==> src/rtl/ps2_key_tracker_if.sv <==
// Key-event stream between the PS/2 tracker and the downstream display path.
// ev_data layout: [10] repeat, [9] ext, [8] brk, [7:0] scan code.
interface ps2_key_tracker_if;
  logic [10:0] ev_data;
  logic        ev_valid;
  logic        ev_ready;

  modport master (output ev_data, output ev_valid, input ev_ready);
  modport slave  (input ev_data, input ev_valid, output ev_ready);
endinterface

==> src/rtl/ps2_key_tracker.sv <==
// PS/2 keyboard front end: oversampled deframer, make/break/E0 decoder,
// held-key tracker with repeat detection, and a small event FIFO.
module ps2_key_tracker #(
  parameter int FIFO_DEPTH  = 8,
  parameter int CNT_W       = 8,
  parameter int TIMEOUT_CYC = 50000,
  parameter int DROP_REPEAT = 1
) (
  input  logic             clk,
  input  logic             clrn,
  input  logic             ps2_clk,
  input  logic             ps2_data,
  ps2_key_tracker_if.master ev,
  output logic             key_down,
  output logic [7:0]       key_code,
  output logic             key_ext,
  output logic [CNT_W-1:0] press_count,
  output logic             frame_err,
  output logic             overflow
);
  localparam int AW   = $clog2(FIFO_DEPTH);
  localparam int TO_W = $clog2(TIMEOUT_CYC + 1);

  typedef enum logic [1:0] {S_IDLE, S_EXT, S_BRK, S_EXT_BRK} state_t;

  // ---------------- synchroniser + deframer ----------------
  logic [2:0]      clk_sync_q, clk_sync_d, dat_sync_q, dat_sync_d;
  logic [3:0]      bit_cnt_q, bit_cnt_d;
  logic [8:0]      shift_q, shift_d;
  logic [TO_W-1:0] to_cnt_q, to_cnt_d;
  logic            byte_vld_q, byte_vld_d;
  logic [7:0]      byte_q, byte_d;
  logic            fall, sample, fr_err;

  assign fall   = (clk_sync_q[2:1] == 2'b10);
  assign sample = dat_sync_q[1];

  always_comb begin
    clk_sync_d = {clk_sync_q[1:0], ps2_clk};
    dat_sync_d = {dat_sync_q[1:0], ps2_data};
    bit_cnt_d  = bit_cnt_q;
    shift_d    = shift_q;
    to_cnt_d   = to_cnt_q;
    byte_vld_d = 1'b0;
    byte_d     = byte_q;
    fr_err     = 1'b0;
    if (fall) begin
      to_cnt_d = '0;
      if (bit_cnt_q == 4'd0) begin
        if (!sample) bit_cnt_d = 4'd1;
        else         fr_err    = 1'b1;
      end else if (bit_cnt_q == 4'd10) begin
        bit_cnt_d = 4'd0;
        // shift_q holds 8 data bits plus parity; odd parity means XOR == 1
        if (sample && (^shift_q)) begin
          byte_vld_d = 1'b1;
          byte_d     = shift_q[7:0];
        end else begin
          fr_err = 1'b1;
        end
      end else begin
        shift_d   = {sample, shift_q[8:1]};
        bit_cnt_d = bit_cnt_q + 4'd1;
      end
    end else if (bit_cnt_q != 4'd0) begin
      if (to_cnt_q == TO_W'(TIMEOUT_CYC - 1)) begin
        bit_cnt_d = 4'd0;
        to_cnt_d  = '0;
        fr_err    = 1'b1;
      end else begin
        to_cnt_d = to_cnt_q + TO_W'(1);
      end
    end else begin
      to_cnt_d = '0;
    end
  end

  // ---------------- decoder FSM ----------------
  state_t state_q, state_d;
  logic   emit_make, emit_brk, emit_ext, dec_err;

  always_ff @(posedge clk) begin
    if (!clrn) state_q <= S_IDLE;
    else       state_q <= state_d;
  end

  always_comb begin
    state_d = state_q;
    if (byte_vld_q) begin
      unique case (state_q)
        S_IDLE: begin
          if (byte_q == 8'hE0)      state_d = S_EXT;
          else if (byte_q == 8'hF0) state_d = S_BRK;
        end
        S_EXT: begin
          if (byte_q == 8'hF0)      state_d = S_EXT_BRK;
          else if (byte_q != 8'hE0) state_d = S_IDLE;
        end
        default: state_d = S_IDLE;
      endcase
    end
  end

  always_comb begin
    emit_make = 1'b0;
    emit_brk  = 1'b0;
    emit_ext  = 1'b0;
    dec_err   = 1'b0;
    if (byte_vld_q) begin
      unique case (state_q)
        S_IDLE: begin
          // 00/AA/FF are keyboard status bytes, not keys
          emit_make = !(byte_q inside {8'hE0, 8'hF0, 8'h00, 8'hAA, 8'hFF});
        end
        S_EXT: begin
          emit_make = !(byte_q inside {8'hE0, 8'hF0});
          emit_ext  = 1'b1;
        end
        default: begin
          emit_ext = (state_q == S_EXT_BRK);
          if (byte_q inside {8'hE0, 8'hF0}) dec_err  = 1'b1;
          else                              emit_brk = 1'b1;
        end
      endcase
    end
  end

  // ---------------- held-key tracking ----------------
  logic             key_down_q, key_down_d, key_ext_q, key_ext_d;
  logic [7:0]       key_code_q, key_code_d;
  logic [CNT_W-1:0] press_count_q, press_count_d;
  logic             push_q, push_d;
  logic [10:0]      word_q, word_d;
  logic             frame_err_q, frame_err_d;
  logic             match, is_repeat;

  assign match     = key_down_q && ({emit_ext, byte_q} == {key_ext_q, key_code_q});
  assign is_repeat = emit_make && match;

  always_comb begin
    key_down_d    = key_down_q;
    key_code_d    = key_code_q;
    key_ext_d     = key_ext_q;
    press_count_d = press_count_q;
    if (emit_make && !match) begin
      key_down_d    = 1'b1;
      key_code_d    = byte_q;
      key_ext_d     = emit_ext;
      press_count_d = press_count_q + CNT_W'(1);
    end
    if (emit_brk && match) key_down_d = 1'b0;
    push_d      = emit_brk || (emit_make && (!match || (DROP_REPEAT == 0)));
    word_d      = {is_repeat, emit_ext, emit_brk, byte_q};
    frame_err_d = fr_err || dec_err;
  end

  // ---------------- event FIFO ----------------
  logic [10:0] mem_q [FIFO_DEPTH];
  logic [AW-1:0] wr_ptr_q, wr_ptr_d, rd_ptr_q, rd_ptr_d;
  logic [AW:0]   count_q, count_d;
  logic          overflow_q, overflow_d;
  logic          pop, full, wr_en;

  assign pop   = (count_q != '0) && ev.ev_ready;
  assign full  = (count_q == (AW+1)'(FIFO_DEPTH));
  // a pop in the same cycle frees the slot, so a full FIFO still accepts
  assign wr_en = push_q && (!full || pop);

  always_comb begin
    wr_ptr_d   = wr_en ? wr_ptr_q + AW'(1) : wr_ptr_q;
    rd_ptr_d   = pop   ? rd_ptr_q + AW'(1) : rd_ptr_q;
    count_d    = count_q;
    if (wr_en && !pop)      count_d = count_q + (AW+1)'(1);
    else if (!wr_en && pop) count_d = count_q - (AW+1)'(1);
    overflow_d = overflow_q || (push_q && !wr_en);
  end

  always_ff @(posedge clk) begin
    if (wr_en) mem_q[wr_ptr_q] <= word_q;
  end

  always_ff @(posedge clk) begin
    if (!clrn) begin
      clk_sync_q    <= 3'b111;
      dat_sync_q    <= 3'b111;
      bit_cnt_q     <= '0;
      shift_q       <= '0;
      to_cnt_q      <= '0;
      byte_vld_q    <= 1'b0;
      byte_q        <= '0;
      key_down_q    <= 1'b0;
      key_code_q    <= '0;
      key_ext_q     <= 1'b0;
      press_count_q <= '0;
      push_q        <= 1'b0;
      word_q        <= '0;
      frame_err_q   <= 1'b0;
      wr_ptr_q      <= '0;
      rd_ptr_q      <= '0;
      count_q       <= '0;
      overflow_q    <= 1'b0;
    end else begin
      clk_sync_q    <= clk_sync_d;
      dat_sync_q    <= dat_sync_d;
      bit_cnt_q     <= bit_cnt_d;
      shift_q       <= shift_d;
      to_cnt_q      <= to_cnt_d;
      byte_vld_q    <= byte_vld_d;
      byte_q        <= byte_d;
      key_down_q    <= key_down_d;
      key_code_q    <= key_code_d;
      key_ext_q     <= key_ext_d;
      press_count_q <= press_count_d;
      push_q        <= push_d;
      word_q        <= word_d;
      frame_err_q   <= frame_err_d;
      wr_ptr_q      <= wr_ptr_d;
      rd_ptr_q      <= rd_ptr_d;
      count_q       <= count_d;
      overflow_q    <= overflow_d;
    end
  end

  assign ev.ev_valid = (count_q != '0);
  assign ev.ev_data  = ev.ev_valid ? mem_q[rd_ptr_q] : 11'd0;
  assign key_down    = key_down_q;
  assign key_code    = key_code_q;
  assign key_ext     = key_ext_q;
  assign press_count = press_count_q;
  assign frame_err   = frame_err_q;
  assign overflow    = overflow_q;
endmodule
==> src/flat_wrapper.sv <==
// flat-port wrapper written by rule: the top's interface ports become plain ports
module ps2_key_tracker_flat 
#(
  parameter int FIFO_DEPTH  = 8,
  parameter int CNT_W       = 8,
  parameter int TIMEOUT_CYC = 50000,
  parameter int DROP_REPEAT = 1
)
  (clk, clrn, ps2_clk, ps2_data, key_down, key_code, key_ext, press_count, frame_err, overflow, ev_ev_data, ev_ev_valid, ev_ev_ready);
  ps2_key_tracker_if ev_i ();
  input  logic clk;
  input  logic clrn;
  input  logic ps2_clk;
  input  logic ps2_data;
  output logic key_down;
  output logic [7:0] key_code;
  output logic key_ext;
  output logic [CNT_W-1:0] press_count;
  output logic frame_err;
  output logic overflow;
  output wire logic [$bits(ev_i.ev_data)-1:0] ev_ev_data;
  output wire logic [$bits(ev_i.ev_valid)-1:0] ev_ev_valid;
  input wire logic [$bits(ev_i.ev_ready)-1:0] ev_ev_ready;
  assign ev_ev_data = ev_i.ev_data;
  assign ev_ev_valid = ev_i.ev_valid;
  assign ev_i.ev_ready = ev_ev_ready;
  ps2_key_tracker #(.FIFO_DEPTH(FIFO_DEPTH), .CNT_W(CNT_W), .TIMEOUT_CYC(TIMEOUT_CYC), .DROP_REPEAT(DROP_REPEAT)) u_core (.clk(clk), .clrn(clrn), .ps2_clk(ps2_clk), .ps2_data(ps2_data), .ev(ev_i), .key_down(key_down), .key_code(key_code), .key_ext(key_ext), .press_count(press_count), .frame_err(frame_err), .overflow(overflow));
endmodule
==> config.mk <==
export PLATFORM = sky130hd
export DESIGN_NAME = ps2_key_tracker_flat
export DESIGN_NICKNAME = d
export VERILOG_FILES = /design/src/rtl/ps2_key_tracker_if.sv /design/src/rtl/ps2_key_tracker.sv /design/src/flat_wrapper.sv
export SDC_FILE = /design/constraint.sdc
export NUM_CORES = 1
export LEC_CHECK = 0
export CAP_MARGIN = 30
export CORE_AREA = 2 2 137 139
export CTS_BUF_LIST = sky130_fd_sc_hd__clkbuf_4 sky130_fd_sc_hd__clkbuf_8
export DETAILED_ROUTE_END_ITERATION = 10
export DIE_AREA = 0 0 139 141
export SYNTH_ARGS = -nofsm -noshare
export SYNTH_HDL_FRONTEND = slang
export SYNTH_SLANG_ARGS = --single-unit
==> constraint.sdc <==
create_clock -name clk -period 2.7 [get_ports clk]
set_input_delay 0.27 -clock clk [delete_from_list [all_inputs] [get_ports clk]]
set_output_delay 0.27 -clock clk [all_outputs]
set_load 0.05 [all_outputs]
After elaboration in Yosys (flattened, before gate mapping)
Memory sizes are Yosys's and may differ from the RTL's. A register that Yosys moved wholly into a read port is not among the register bits.
Index checks and enable logic that the tools add are counted.
{"block": "classes", "n_addsub": 7, "n_eq_ne": 15, "n_reduce_logical": 39, "n_bitwise": 5, "mux": 36}
{"op": "8-bit == test, second input constant", "n": 4}
{"op": "4-bit two-way mux", "n": 8}
{"op": "1-bit two-way mux", "n": 18}
{"op": "16-bit by 1-bit adder with 16-bit output, second input constant", "n": 1}
{"op": "16-bit == test, second input constant", "n": 1}
{"op": "11-bit two-way mux", "n": 1}
{"op": "1-bit logical AND", "n": 10}
{"op": "9-bit == test", "n": 1}
{"op": "3-bit AND reduction", "n": 3}
{"op": "9-bit parity", "n": 1}
{"op": "4-bit by 1-bit adder with 4-bit output, second input constant", "n": 2}
{"op": "8-bit by 1-bit adder with 8-bit output, second input constant", "n": 1}
{"op": "4-bit == test, second input constant", "n": 2}
{"op": "8-bit logical NOT", "n": 1}
{"op": "2-bit two-way mux", "n": 4}
{"op": "8-bit != test, second input constant", "n": 1}
{"op": "2-bit nonzero test", "n": 4}
{"op": "4-bit nonzero test", "n": 2}
{"op": "4-bit OR reduction", "n": 2}
{"op": "3-bit by 1-bit adder with 3-bit output, second input constant", "n": 2}
{"op": "1-bit logical NOT", "n": 6}
{"op": "3-bit two-way mux", "n": 2}
{"op": "3-bit by 1-bit != test with 1-bit output, second input constant", "n": 2}
{"op": "1-bit NOT", "n": 5}
{"op": "12 further kinds", "n": 18}
{"block": "word_totals", "wordCells": 122, "output_inout_bits": 32, "in_bits": 5, "memories": 1, "register_bits": 87, "mem_bits_rw": 88}
{"memory": "u_core.mem_q", "words": 8, "width": 11, "read_ports": 1, "rd_clocked_by_memory_dff": 1, "write_ports": 1, "line": "ps2_key_tracker.sv:158", "rtl": "logic [10:0] mem_q [FIFO_DEPTH];"}

Logic depth before layout (Yosys ltp)
{"block": "logic_depth", "ltp_word": 8, "ltp_mapped": 11}

Worst setup path after synthesis
Ideal clock, no wire load.
{"block": "synth_path", "path_type": "register to register", "startpoint": "register u_core.count_q[0]", "endpoint": "register u_core.count_q[3]", "stages_incl_launch_ff": 12, "t_arrival_ns": 2.633, "n_path_buf": 0, "path_slack_ns": -0.003, "t_required_ns": 2.630, "synth_period_minus_slack_ns": 2.703, "path_cell_list": "dfxtp_1 nor4_1 inv_1 nand2_1 ha_1 inv_1 ha_1 a21o_1 a21oi_1 xnor2_1 or3_1 a21oi_1"}
{"block": "synth_via", "elab_chain_len": 7}
{"item": "from (decl)", "line": "ps2_key_tracker.sv:160", "rtl": "logic [AW:0] count_q, count_d;"}
{"item": "from (signal assigned)", "line": "ps2_key_tracker.sv:219", "rtl": "count_q <= count_d;"}
{"item": "4-bit nonzero test *"}
{"item": "named net ev_ev_valid", "line": "flat_wrapper.sv:22", "rtl": "output wire logic [$bits(ev_i.ev_valid)-1:0] ev_ev_valid;"}
{"item": "1-bit logical AND *", "line": "ps2_key_tracker.sv:164", "rtl": "assign pop = (count_q != '0) && ev.ev_ready;"}
{"item": "1-bit logical OR", "line": "ps2_key_tracker.sv:167", "rtl": "assign wr_en = push_q && (!full || pop);"}
{"item": "1-bit logical AND", "line": "ps2_key_tracker.sv:167"}
{"item": "1-bit logical NOT", "line": "ps2_key_tracker.sv:174", "rtl": "else if (!wr_en && pop) count_d = count_q - (AW+1)'(1);"}
{"item": "1-bit logical AND", "line": "ps2_key_tracker.sv:174"}
{"item": "2-bit nonzero test (no source line)"}
The timed path passes the listed nets; every way through them passes the cells marked *. The select of a mux whose other input is x is not followed.
A chain may end at the register's enable or synchronous reset.

Final worst setup path
{"block": "layout_path", "startpoint": "register u_core.count_q[0]", "endpoint": "register u_core.count_q[3]"}
{"block": "layout_via", "elab_chain_len": 7}
{"item": "branches (longest 7 deep; another with 4-bit by 1-bit subtractor with 4-bit output)"}
Parallel ways; which one is timed is not known. The select of a mux whose other input is x is not followed.

==> metrics <==
outcome completed; setup TNS after final layout 0 ps; H-tree depth 4; post-layout min period roughly 2500 ps; GP Congestion around 0.79; vias 4399; largest net degree at the start of global routing 34; Post-DRT Antenna Nets 0; sequential-to-total area share from yosys stat between 60% and 70%; critical path's slowest cell dfxtp_1; WL final around 14000 um; CTS Sinks about 180; first drt pass iteration count 4; Top Family by Delay on Critical Path simple AND/OR/NAND/NOR gates; maxcap violations 0; grt ovf 0; share of cells above drive strength 1 between 10% and 20%; CTS tree done; Longest Clk Path Bufs 2; global-route wire length before repair roughly 23000 um; CP required 3080 ps; Core Box Area about 18000 sq um; Setup violations, final 0; std cell rows 50; Min Hold Slack approximately 380 ps; Peak VDD IR 0.469 mV; Total Power about 5.8 mW; post-cts resize count 0; Synth warnings 0; fin util around 45%; area fraction of the dominant cell type after synthesis a little under two fifths; Multi-input gate area approximately 2600 sq um; PortBufs 36; remaining routing DRC violations 0; Commonest cells post-synth dfxtp_1 (90), edfxtp_1 (88), nor2_1 (59); fill count ~1700; vias in the first global route 4444; Area contributors post-synth edfxtp_1 (37%), dfxtp_1 (25%), mux4_2 (6.9%); Slew Viols, Final 0; placed cell count around 840; CP Launch Type flop; Clock Pin Slew Worst Setup and Hold Paths ~80 ps; Finished Layout Cells 868; die area just under 20000 sq um; postcts setup bufs 0; Post-synth EDFFs between 80 and 90; Post-Layout Inst Area around 8200 sq um; Static Leak between 2 and 3 nW; Avg Inst Size Synth around 13 sq um; pre-CTS WS roughly 48 ps; final worst slack approximately 210 ps; Post-Synthesis Cells around 570; vias per cell 5.07; clock latency on the worst-skew pair roughly 450 ps; fmax 402 MHz; Netlist Area Pre-Place a little over 7000 sq um; crit path DAT around 2900 ps; Setup Crit Path Kind flop to flop; flip-flop and latch area approximately 4400 sq um; Least-Margin Pin Slew about 750 ps; Slew headroom 49.8%; top cell type by total area after synthesis edfxtp_1; hold crit path type input port to flop; Nets 637; max incr delay on CP about 390 ps; wire per inst around 16 um; Hold Fails Final Rpt 0; die height 141 um; syn_nets ~600; kind of end point of the critical path flop; initial antenna violation count 0; antenna fix cells 0; cts-stage hold buffer count 0; layout overhead on the synthesized area 14.7%; unrepaired setup endpoints after global routing false; 1st-iter DRT viols between 200 and 300; Tot GR Track Use between 10 and 15%; DP Wirelength 8970 um; Main synth FF type dfxtp_1; clk_skew 5.79 ps; worst path cell trace nor4_4 -> inv_2 -> nand2_1 -> ha_1 -> inv_1 -> ha_1 -> a21o_1 -> a21oi_1 -> xnor2_1 -> or3_1 -> a21oi_1; DP Area 7860 sq um; CTS root buf clkbuf_8; Die X ~140 um; period utilization 92.1%; Bufs and invs on worst path 2; most numerous cell in the Yosys netlist dfxtp_1; library cells used by synthesis 44; PwrDens roughly 700 nW/um^2; synthesized flop and latch total around 180; num ports 37; Initial Util between 30% and 40%; Inserted Clock Buffers 17; async set or reset register ratio after synthesis 0%; Crit Path Max Fanout 5
-- per-layer routing --
metal  routed length (um)  track usage [%]
met1                 6460             19.3
met5                    0                0
met4                  176             4.63
met2                 6720             24.7
met3                  450             3.16
-- flip-flops by register name (all words and copies together) (netlist names), 2 cells and up, named ones only --
name and cells:
u_core.mem_q 88, u_core.to_cnt_q 16, u_core.word_q 11, u_core.shift_q 9
u_core.byte_q 8, u_core.key_code 8, u_core.press_count 8, u_core.bit_cnt_q 4
u_core.count_q 4, u_core.clk_sync_q 3, u_core.rd_ptr_q 3, u_core.wr_ptr_q 3
u_core.dat_sync_q 2, u_core.state_q 2
-- power by group --
part	total [mW]	switching [mW]	internal, mW
clock network	1.66	0.913	0.745
registers	2.89	0.0491	2.84
logic	1.22	0.727	0.497
-- worst register-to-register path: cells and delay by family, from the launching register on --
kind	cells	cell delay (ps)
XOR/XNOR	1	90
adder cells (fa/ha/maj)	2	500
flip-flops	1	390
buffers and inverters	2	180
AND/OR/NAND/NOR	3	770
AO/OA/AOI/OAI	3	490
-- cell families (layout without fill, tap and decap cells) --
group	count (synthesis)	count (layout)	share of synthesized area, %
flops	178	178	61.9
fa+ha+maj	11	11	2.02
buf+inv	46	108	2.68
compound gates	61	61	4.95
simple gates	186	186	12.5
xor+xnor	35	35	4.46
mux	55	55	11.5
-- final cells by class --
type                            instances  share of cell area, %
Timing Repair Buffer                   56                   6.02
Clock inverter                         13                   1.38
Sequential cell                       178                   54.0
Clock buffer                           19                   3.02
Inverter                               20                  0.912
Tap cell                              234                   3.56
Multi-Input combinational cell        348                   31.1
-- path summary, 6_finish.rpt --
check	startpoint	end	slack (ps)	cells after the start
max	u_core.count_q[0]	u_core.count_q[3]	210	11
min	ps2_clk	u_core.clk_sync_q[0]	380	2
max reg2reg	u_core.count_q[0]	u_core.count_q[3]	210	11
min reg2reg	u_core.clk_sync_q[0]	u_core.clk_sync_q[1]	410	1
-- layout by cell type (no fill, tap or decap), types with 3 or more instances in the layout --
cell and n:
dfxtp_1 90, clkbuf_8 17, a21oi_1 25, clkinvlp_4 4, mux2i_1 33, clkinv_4 3, nor3_1 7, nor2_1 59
mux4_2 22, ha_1 10, xor2_1 12, nand3_1 26, xnor2_1 22, clkdlybuf4s50_1 25, nand4_1 9, or3_1 3
o21ai_0 15, nand2_1 40, nor4_1 3, edfxtp_1 88, and3_1 8, nand2b_1 12, buf_4 30, a211oi_1 3
o31ai_1 3, or4_1 6, and2_1 4, inv_1 18
Power figures use the tool's default switching activity.
